==> src/rtl/ps2_host_tx.sv <==
// ps2_host_tx: PS/2 host-to-device command transmitter.
// Inhibits the bus, issues request-to-send, shifts the frame out on
// device-generated clock falls and checks the device acknowledge.
module ps2_host_tx #(
  parameter int INHIBIT_CYCLES = 5000,
  parameter int TIMEOUT_CYCLES = 750000,
  parameter int CNT_W          = 20
) (
  input  logic       clk,
  input  logic       rst,
  input  logic       ps2_clk_i,
  input  logic       ps2_data_i,
  output logic       ps2_clk_oe,
  output logic       ps2_data_oe,
  input  logic [7:0] tx_data,
  input  logic       tx_valid,
  output logic       tx_ready,
  output logic       busy,
  output logic       done,
  output logic       err
);

  typedef enum logic [2:0] {
    IDLE,
    INHIBIT,
    RTS,
    SEND,
    ACK,
    WAIT_IDLE
  } state_t;

  localparam logic [CNT_W-1:0] INHIBIT_LAST = CNT_W'(INHIBIT_CYCLES - 1);
  localparam logic [CNT_W-1:0] TIMEOUT_LAST = CNT_W'(TIMEOUT_CYCLES - 1);
  localparam logic [CNT_W-1:0] CNT_ONE      = CNT_W'(1);

  state_t           state, state_n;
  logic [CNT_W-1:0] cnt, cnt_n;
  logic [3:0]       bit_idx, bit_idx_n;
  logic [9:0]       shreg, shreg_n;
  logic             clk_oe_n, data_oe_n, done_n, err_n;

  logic clk_meta, clk_s, clk_s_d;
  logic data_meta, data_s;
  logic fall;

  assign tx_ready = (state == IDLE);
  assign busy     = (state != IDLE);
  assign fall     = clk_s_d & ~clk_s;

  // Two-flop synchronizers for the asynchronous bus pins plus a delayed copy for edge detection
  always_ff @(posedge clk) begin
    if (rst) begin
      clk_meta  <= 1'b1;
      clk_s     <= 1'b1;
      clk_s_d   <= 1'b1;
      data_meta <= 1'b1;
      data_s    <= 1'b1;
    end else begin
      clk_meta  <= ps2_clk_i;
      clk_s     <= clk_meta;
      clk_s_d   <= clk_s;
      data_meta <= ps2_data_i;
      data_s    <= data_meta;
    end
  end

  // State, datapath and registered line-driver/pulse outputs
  always_ff @(posedge clk) begin
    if (rst) begin
      state       <= IDLE;
      cnt         <= '0;
      bit_idx     <= '0;
      shreg       <= '0;
      ps2_clk_oe  <= 1'b0;
      ps2_data_oe <= 1'b0;
      done        <= 1'b0;
      err         <= 1'b0;
    end else begin
      state       <= state_n;
      cnt         <= cnt_n;
      bit_idx     <= bit_idx_n;
      shreg       <= shreg_n;
      ps2_clk_oe  <= clk_oe_n;
      ps2_data_oe <= data_oe_n;
      done        <= done_n;
      err         <= err_n;
    end
  end

  // Next-state logic; a pending done/err pulse always returns to IDLE first, and timeout beats a fall
  always_comb begin
    state_n   = state;
    cnt_n     = cnt;
    bit_idx_n = bit_idx;
    shreg_n   = shreg;
    clk_oe_n  = ps2_clk_oe;
    data_oe_n = ps2_data_oe;
    done_n    = 1'b0;
    err_n     = 1'b0;

    if (done || err) begin
      state_n   = IDLE;
      clk_oe_n  = 1'b0;
      data_oe_n = 1'b0;
      cnt_n     = '0;
    end else begin
      case (state)
        IDLE: begin
          clk_oe_n  = 1'b0;
          data_oe_n = 1'b0;
          if (tx_valid) begin
            shreg_n   = {1'b1, ~^tx_data, tx_data};
            cnt_n     = '0;
            bit_idx_n = '0;
            clk_oe_n  = 1'b1;
            state_n   = INHIBIT;
          end
        end

        INHIBIT: begin
          clk_oe_n  = 1'b1;
          data_oe_n = 1'b0;
          if (cnt == INHIBIT_LAST) begin
            cnt_n     = '0;
            data_oe_n = 1'b1;
            state_n   = RTS;
          end else begin
            cnt_n = cnt + CNT_ONE;
          end
        end

        RTS: begin
          clk_oe_n  = 1'b0;
          data_oe_n = 1'b1;
          cnt_n     = '0;
          bit_idx_n = '0;
          state_n   = SEND;
        end

        SEND: begin
          if (cnt == TIMEOUT_LAST) begin
            err_n     = 1'b1;
            clk_oe_n  = 1'b0;
            data_oe_n = 1'b0;
          end else begin
            cnt_n = cnt + CNT_ONE;
            if (fall) begin
              data_oe_n = ~shreg[bit_idx];
              bit_idx_n = bit_idx + 4'd1;
              if (bit_idx == 4'd9) begin
                data_oe_n = 1'b0;
                state_n   = ACK;
              end
            end
          end
        end

        ACK: begin
          if (cnt == TIMEOUT_LAST) begin
            err_n     = 1'b1;
            clk_oe_n  = 1'b0;
            data_oe_n = 1'b0;
          end else begin
            cnt_n = cnt + CNT_ONE;
            if (fall) begin
              if (data_s) begin
                err_n = 1'b1;
              end else begin
                state_n = WAIT_IDLE;
              end
            end
          end
        end

        WAIT_IDLE: begin
          if (cnt == TIMEOUT_LAST) begin
            err_n     = 1'b1;
            clk_oe_n  = 1'b0;
            data_oe_n = 1'b0;
          end else begin
            cnt_n = cnt + CNT_ONE;
            if (clk_s && data_s) begin
              done_n = 1'b1;
            end
          end
        end

        default: begin
          state_n   = IDLE;
          clk_oe_n  = 1'b0;
          data_oe_n = 1'b0;
        end
      endcase
    end
  end

endmodule

==> config.mk <==
export PLATFORM = sky130hd
export DESIGN_NAME = ps2_host_tx
export DESIGN_NICKNAME = d
export VERILOG_FILES = /design/src/rtl/ps2_host_tx.sv
export SDC_FILE = /design/constraint.sdc
export NUM_CORES = 1
export LEC_CHECK = 0
export ABC_AREA = 1
export CAP_MARGIN = 5
export CORE_MARGIN = 2
export CORE_UTILIZATION = 55
export CTS_CLUSTER_DIAMETER = 120
export DETAILED_ROUTE_END_ITERATION = 16
export GPL_TIMING_DRIVEN = 0
export PLACE_DENSITY = 0.83
export SETUP_SLACK_MARGIN = 0.2
export SYNTH_ARGS = -nofsm -noshare
export SYNTH_HDL_FRONTEND = slang
export SYNTH_SLANG_ARGS = --single-unit
==> constraint.sdc <==
create_clock -name clk -period 2.2 [get_ports clk]
set_clock_uncertainty 0.15 [all_clocks]
set_input_delay 0.44 -clock clk [delete_from_list [all_inputs] [get_ports clk]]
set_output_delay 0.44 -clock clk [all_outputs]
set_load 0.03 [all_outputs]
==> results.sh, run 1 <==
export IMPL_status="finished, final reports clean"
export IMPL_final_fill_count=491
export IMPL_crit_cells=1
export IMPL_drv_cap=0
export IMPL_ys_seq_area_frac=0.3152
export IMPL_dp_hpwl_mm=5.606
export IMPL_grt_max_degree=16
export IMPL_fin_nets=513
export IMPL_die_y_um=76.88
export IMPL_criticalPathCategory="reg2out"
export IMPL_worst_pin_slew_ns=0.6502
export IMPL_drt_total_wl_mm=7.692
export IMPL_postLayoutCellArea_um2=3357
export IMPL_grt_setup_unrepaired="true"
export IMPL_grt_ovfl_total=0
export IMPL_fmax_mhz=511.1
export IMPL_cp_cell_sequence="clkdlybuf4s50_1"
export IMPL_gr_usage_all_layers=0.2701
export IMPL_start_kind="flip-flop"
export IMPL_syn_avg_cell_area_um2=6.216
export IMPL_use_met2=0.4500
export IMPL_synthDistinctLibCells=33
export IMPL_dominantRegCellSynth="dfxtp_1"
export IMPL_io_buffer_count=17
export IMPL_gp_congestion=0.9316
export IMPL_peakVddDrop_uv=714.7
export IMPL_power_mw=3.084
export IMPL_first_global_vias=2824
export IMPL_cts_tree="yes"
export IMPL_final_common_cell="nand2_1"
export IMPL_whs_path_depth=1
export IMPL_hold_ws_ns=0.2671
export IMPL_slew_viol_final=0
export IMPL_antenna_found_initial=0
export IMPL_place_inst=557
export IMPL_dpl_cell_area_um2=3179
export IMPL_drive_gt1_frac=0.1145
export IMPL_required_ns=1.61
export IMPL_hold_path_class="reg2reg"
export IMPL_async_flop_share=0
export IMPL_p_leak_nw=1.419
export IMPL_routedWlPerCell_um=13.54
export IMPL_hold_viol=0
export IMPL_cts_sinks=46
export IMPL_setup_viol=0
export IMPL_syn_inst=470
export IMPL_crit_family="buffers and inverters"
export IMPL_coreArea_um2=5107
export IMPL_powerDensity_nw_per_um2=918.7
export IMPL_ios=19
export IMPL_busiest_layer="met2"
export IMPL_die_w_um=76.88
export IMPL_final_cell_mix="135 x nand2_1, 61 x nor2_1, 54 x inv_1"
export IMPL_initial_core_util=0.5720
export IMPL_endpoint_kind="primary output"
export IMPL_worstPathArrival_ns=1.37
export IMPL_ant_nets=0
export IMPL_slew_headroom=0.5665
export IMPL_clockBufferDepth=2
export IMPL_vias_per_cell=5.278
export IMPL_synthToLayoutAreaGrowth_pct=14.90
export IMPL_slowest_stage="clkdlybuf4s50_1"
export IMPL_cts_root_buf="clkbuf_8"
export IMPL_netlist_area_um2=2922
export IMPL_synth_nets=486
export IMPL_ys_warnings_count=0
export IMPL_rows=26
export IMPL_drt_initial_drc_count=267
export IMPL_min_period_ns=1.957
export IMPL_clkTransAtPathRegs_ns=0.09
export IMPL_drc=0
export IMPL_synth_seq_cells=46
export IMPL_reg2reg_depth=11
export IMPL_grt_util_met1=0.3437
export IMPL_dr_pass1_iters=5
export IMPL_path_buf_inv=1
export IMPL_worstSkewPairLatency_ns=0.31
export IMPL_cts_buffers=5
export IMPL_dieArea_um2=5911
export IMPL_vias=2998
export IMPL_crit_fanout=2
export IMPL_fin_crit_sh=0.8893
export IMPL_grt_pass1_wl_mm=12.81
export IMPL_use_met3=0.03412
export IMPL_slowest_delay_ns=0.69
export IMPL_insertedDiodeCount=0
export IMPL_synth_edf_count=0
export IMPL_htree_num_levels=2
export IMPL_instances_no_fill=568
-- area by class of cell --
type                            count  area, µm²  share of cell area
Tap cell                           70      87.58             0.02609
Multi-Input combinational cell    353       1754              0.5225
Clock buffer                        5      68.82             0.02050
Sequential cell                    46      925.9              0.2758
Timing Repair Buffer               20      182.7             0.05442
Clock inverter                      3      45.04             0.01342
Inverter                           59      222.7             0.06634
Buffer                             12      70.07             0.02087
-- timing repair --
action | in CTS | in global routing
hold buffers | 0 | 0
setup endpoints to repair | 23 | 28
gates resized for setup | 10 | 17
setup buffers | 0 | 3
pin swaps | 0 | 3
-- routing by layer --
metal / wire [µm] / up-vias
met5: 0 / -
met4: 232 / 0
met3: 386 / 20
met2: 3662 / 95
met1: 3411 / 1342
li1: - / 1541
-- power breakdown --
part	switching (mW)	internal, mW	leakage (nW)	total (mW)
Clock	0.314	0.338	0.0504	0.652
Combinational	0.888	0.456	0.991	1.34
Sequential	0.113	0.975	0.377	1.09
Total	1.31	1.77	1.42	3.08
-- worst paths after layout --
path | startpoint | endpoint | slack (ns)
worst max-delay path | ps2_data_oe$_SDFFE_PP0P_ | ps2_data_oe | 0.24
worst min-delay path | clk_meta$_SDFF_PP1_ | clk_s$_SDFF_PP1_ | 0.27
worst max register to register | cnt[1]$_SDFFE_PP0P_ | cnt[8]$_SDFFE_PP0P_ | 0.27
worst min register to register | clk_meta$_SDFF_PP1_ | clk_s$_SDFF_PP1_ | 0.27
-- synth_stat cells, types with 2 or more instances --
cell	number	area (µm²)
nand2_1	135	506.7
nor2_1	64	240.2
inv_1	54	202.7
dfxtp_1	46	920.9
a21oi_1	36	180.2
nand3_1	35	175.2
o21ai_0	21	105.1
xnor2_1	8	70.07
xor2_1	7	61.31
nand4_1	6	37.54
buf_2	5	25.02
nor3_1	5	25.02
clkbuf_1	4	15.01
inv_2	4	15.01
nand2_4	4	45.04
nor2_2	4	25.02
or2_2	4	25.02
ha_1	3	37.54
nand2_2	3	18.77
nand3b_1	3	22.52
nor2_4	3	33.78
o21ai_1	3	15.01
buf_6	2	22.52
o211ai_1	2	15.01
-- cells by family (layout without fill, tap and decap cells) --
kind of cell | count (synthesis) | in the layout | synth area share
compound gates | 66 | 66 | 0.1203
xor+xnor | 15 | 15 | 0.04497
fa+ha+maj | 3 | 3 | 0.01285
buf+inv | 71 | 99 | 0.09849
flops | 46 | 46 | 0.3152
simple gates | 269 | 269 | 0.4081
-- registers in the layout, summed over array words and instances (netlist names) --
register,cells
cnt,20
shreg,10
bit_idx,4
state,3
clk_meta,1
clk_s,1
clk_s_d,1
data_meta,1
data_s,1
done,1
err,1
ps2_clk_oe,1
ps2_data_oe,1
-- metrics by stage --
step	util	setup TNS (ns)	worst slack, ns
after floorplan	-	0	0.4124
after global placement	0.6225	-0.3117	-0.03821
after detailed placement	0.6225	-0.4034	-0.06971
after CTS	0.6485	0	0.1473
after global routing	0.6573	0	0.1446
final	0.6573	0	0.2435
No activity file was read; power rests on OpenSTA's default activity.
==> run 2, diff against run 1 <==
- CORE_UTILIZATION: 55 -> 54
- PLACE_DENSITY: 0.83 -> 0.85
- clock period: 2.2 -> 1.7 ns (I/O delays scaled with it)
==> results.sh, run 2 (synthesized netlist as in run 1, its figures left out) <==
export IMPL_vias=3787
export IMPL_die_y_um=77.56
export IMPL_htree_num_levels=2
export IMPL_path_buf_inv=0
export IMPL_crit_family="simple AND/OR/NAND/NOR gates"
export IMPL_worstPathArrival_ns=2.19
export IMPL_peakVddDrop_uv=1385
export IMPL_first_global_vias=3127
export IMPL_cts_root_buf="clkbuf_8"
export IMPL_cts_tree="yes"
export IMPL_clkTransAtPathRegs_ns=0.09
export IMPL_grt_max_degree=15
export IMPL_die_w_um=77.56
export IMPL_hold_path_class="reg2reg"
export IMPL_reg_top3="cnt: 20 flops, shreg: 10 flops, bit_idx: 4 flops"
export IMPL_hold_viol=0
export IMPL_slew_headroom=0.6377
export IMPL_routedWlPerCell_um=19.27
export IMPL_cts_buffers=5
export IMPL_start_kind="flip-flop"
export IMPL_setup_ws_ns=-0.4091
export IMPL_slew_viol_final=0
export IMPL_power_mw=5.281
export IMPL_drc=0
export IMPL_slowest_delay_ns=0.44
export IMPL_crit_fanout=6
export IMPL_endpoint_kind="flip-flop"
export IMPL_top_register="cnt"
export IMPL_grt_pass1_wl_mm=14.72
export IMPL_worst_pin_slew_ns=0.5435
export IMPL_final_fill_count=291
export IMPL_setup_viol=41
export IMPL_cp_cell_sequence="nand2_1 > nor2_1 > nand4_1 > xor2_1 > a21oi_1 > nor2_1"
export IMPL_dr_pass1_iters=6
export IMPL_fin_nets=548
export IMPL_cts_hold_buffers=0
export IMPL_coreArea_um2=5172
export IMPL_dieArea_um2=6015
export IMPL_fin_crit_sh=1.241
export IMPL_cpMostUsedCell="nor2_1"
export IMPL_drv_cap=0
export IMPL_ios=19
export IMPL_status="finished, violations left"
export IMPL_fmax_mhz=474.1
export IMPL_drive_gt1_frac=0.3415
export IMPL_initial_core_util=0.5648
export IMPL_violations="negative setup slack"
export IMPL_grt_ovfl_total=0
export IMPL_fin_util=0.8014
export IMPL_postLayoutCellArea_um2=4145
export IMPL_p_leak_nw=1.738
export IMPL_final_cell_mix="106 x nand2_1, 56 x nor2_1, 49 x inv_1"
export IMPL_place_inst=557
export IMPL_grt_setup_unrepaired="true"
export IMPL_io_buffer_count=17
export IMPL_slowest_stage="nor2_1"
export IMPL_worstSkewPairLatency_ns=0.30
export IMPL_hold_ws_ns=0.2938
export IMPL_antenna_found_initial=0
export IMPL_gp_congestion=0.9595
export IMPL_gr_usage_all_layers=0.3063
export IMPL_criticalPathCategory="reg2reg"
export IMPL_drt_initial_drc_count=708
export IMPL_dpl_cell_area_um2=3252
export IMPL_powerDensity_nw_per_um2=1274
export IMPL_rows=26
export IMPL_dp_hpwl_mm=5.743
export IMPL_cts_sinks=46
export IMPL_final_common_cell="nand2_1"
export IMPL_largest_reg_flops=20
export IMPL_insertedDiodeCount=0
export IMPL_vias_per_cell=6.280
export IMPL_min_period_ns=2.109
export IMPL_ant_nets=0
export IMPL_instances_no_fill=603
export IMPL_drt_total_wl_mm=11.62
export IMPL_synthToLayoutAreaGrowth_pct=41.88
export IMPL_required_ns=1.78
export IMPL_clockBufferDepth=2
[run 2: metal layers]
layer,track usage,part of all wire,wire length (µm),up-vias
li1,-,-,-,1611
met1,0.4071,0.37,4287,1719
met2,0.4904,0.45,5260,352
met3,0.06047,0.11,1294,105
met4,0.1179,0.067,776,0
met5,0,0,0,-
[run 2: worst paths after layout]
check	from	to	slack [ns]	cells past startpoint
worst max register to register	cnt[5]$_SDFFE_PP0P_	cnt[17]$_SDFFE_PP0P_	-0.41	6
worst min register to register	clk_meta$_SDFF_PP1_	clk_s$_SDFF_PP1_	0.29	1
worst max-delay path	cnt[5]$_SDFFE_PP0P_	cnt[17]$_SDFFE_PP0P_	-0.41	6
worst min-delay path	clk_meta$_SDFF_PP1_	clk_s$_SDFF_PP1_	0.29	1
[run 2: what timing repair did]
action	CTS	global route
buffers inserted	16	18
cloned	2	2
endpoints found under the setup margin	46	42
pin swaps	10	28
gates resized for setup	75	87
[run 2: area by class of cell]
| cell class | count | area (µm²) | area share |
|---|---|---|---|
| Timing Repair inverter | 1 | 7.507 | 0.001811 |
| Buffer | 12 | 102.6 | 0.02475 |
| Clock inverter | 1 | 8.758 | 0.002113 |
| Timing Repair Buffer | 54 | 560.5 | 0.1352 |
| Multi-Input combinational cell | 353 | 2085 | 0.5029 |
| Tap cell | 70 | 87.58 | 0.02113 |
| Inverter | 59 | 241.5 | 0.05826 |
| Clock buffer | 7 | 96.34 | 0.02324 |
| Sequential cell | 46 | 955.9 | 0.2306 |
[run 2: power by group]
group	total [mW]	switching, mW	leakage [nW]	internal (mW)
combinational	3.06	1.79	1.30	1.26
sequential	1.45	0.174	0.386	1.28
clock	0.775	0.401	0.0544	0.374
[run 2: stage by stage]
stage / worst slack, ns / setup TNS, ns
final: -0.4091 / -5.771
after detailed placement: -0.2721 / -7.026
after floorplan: 0.005223 / 0
after CTS: -0.1231 / -2.103
after global routing: -0.3448 / -7.602
after global placement: -0.2607 / -5.885
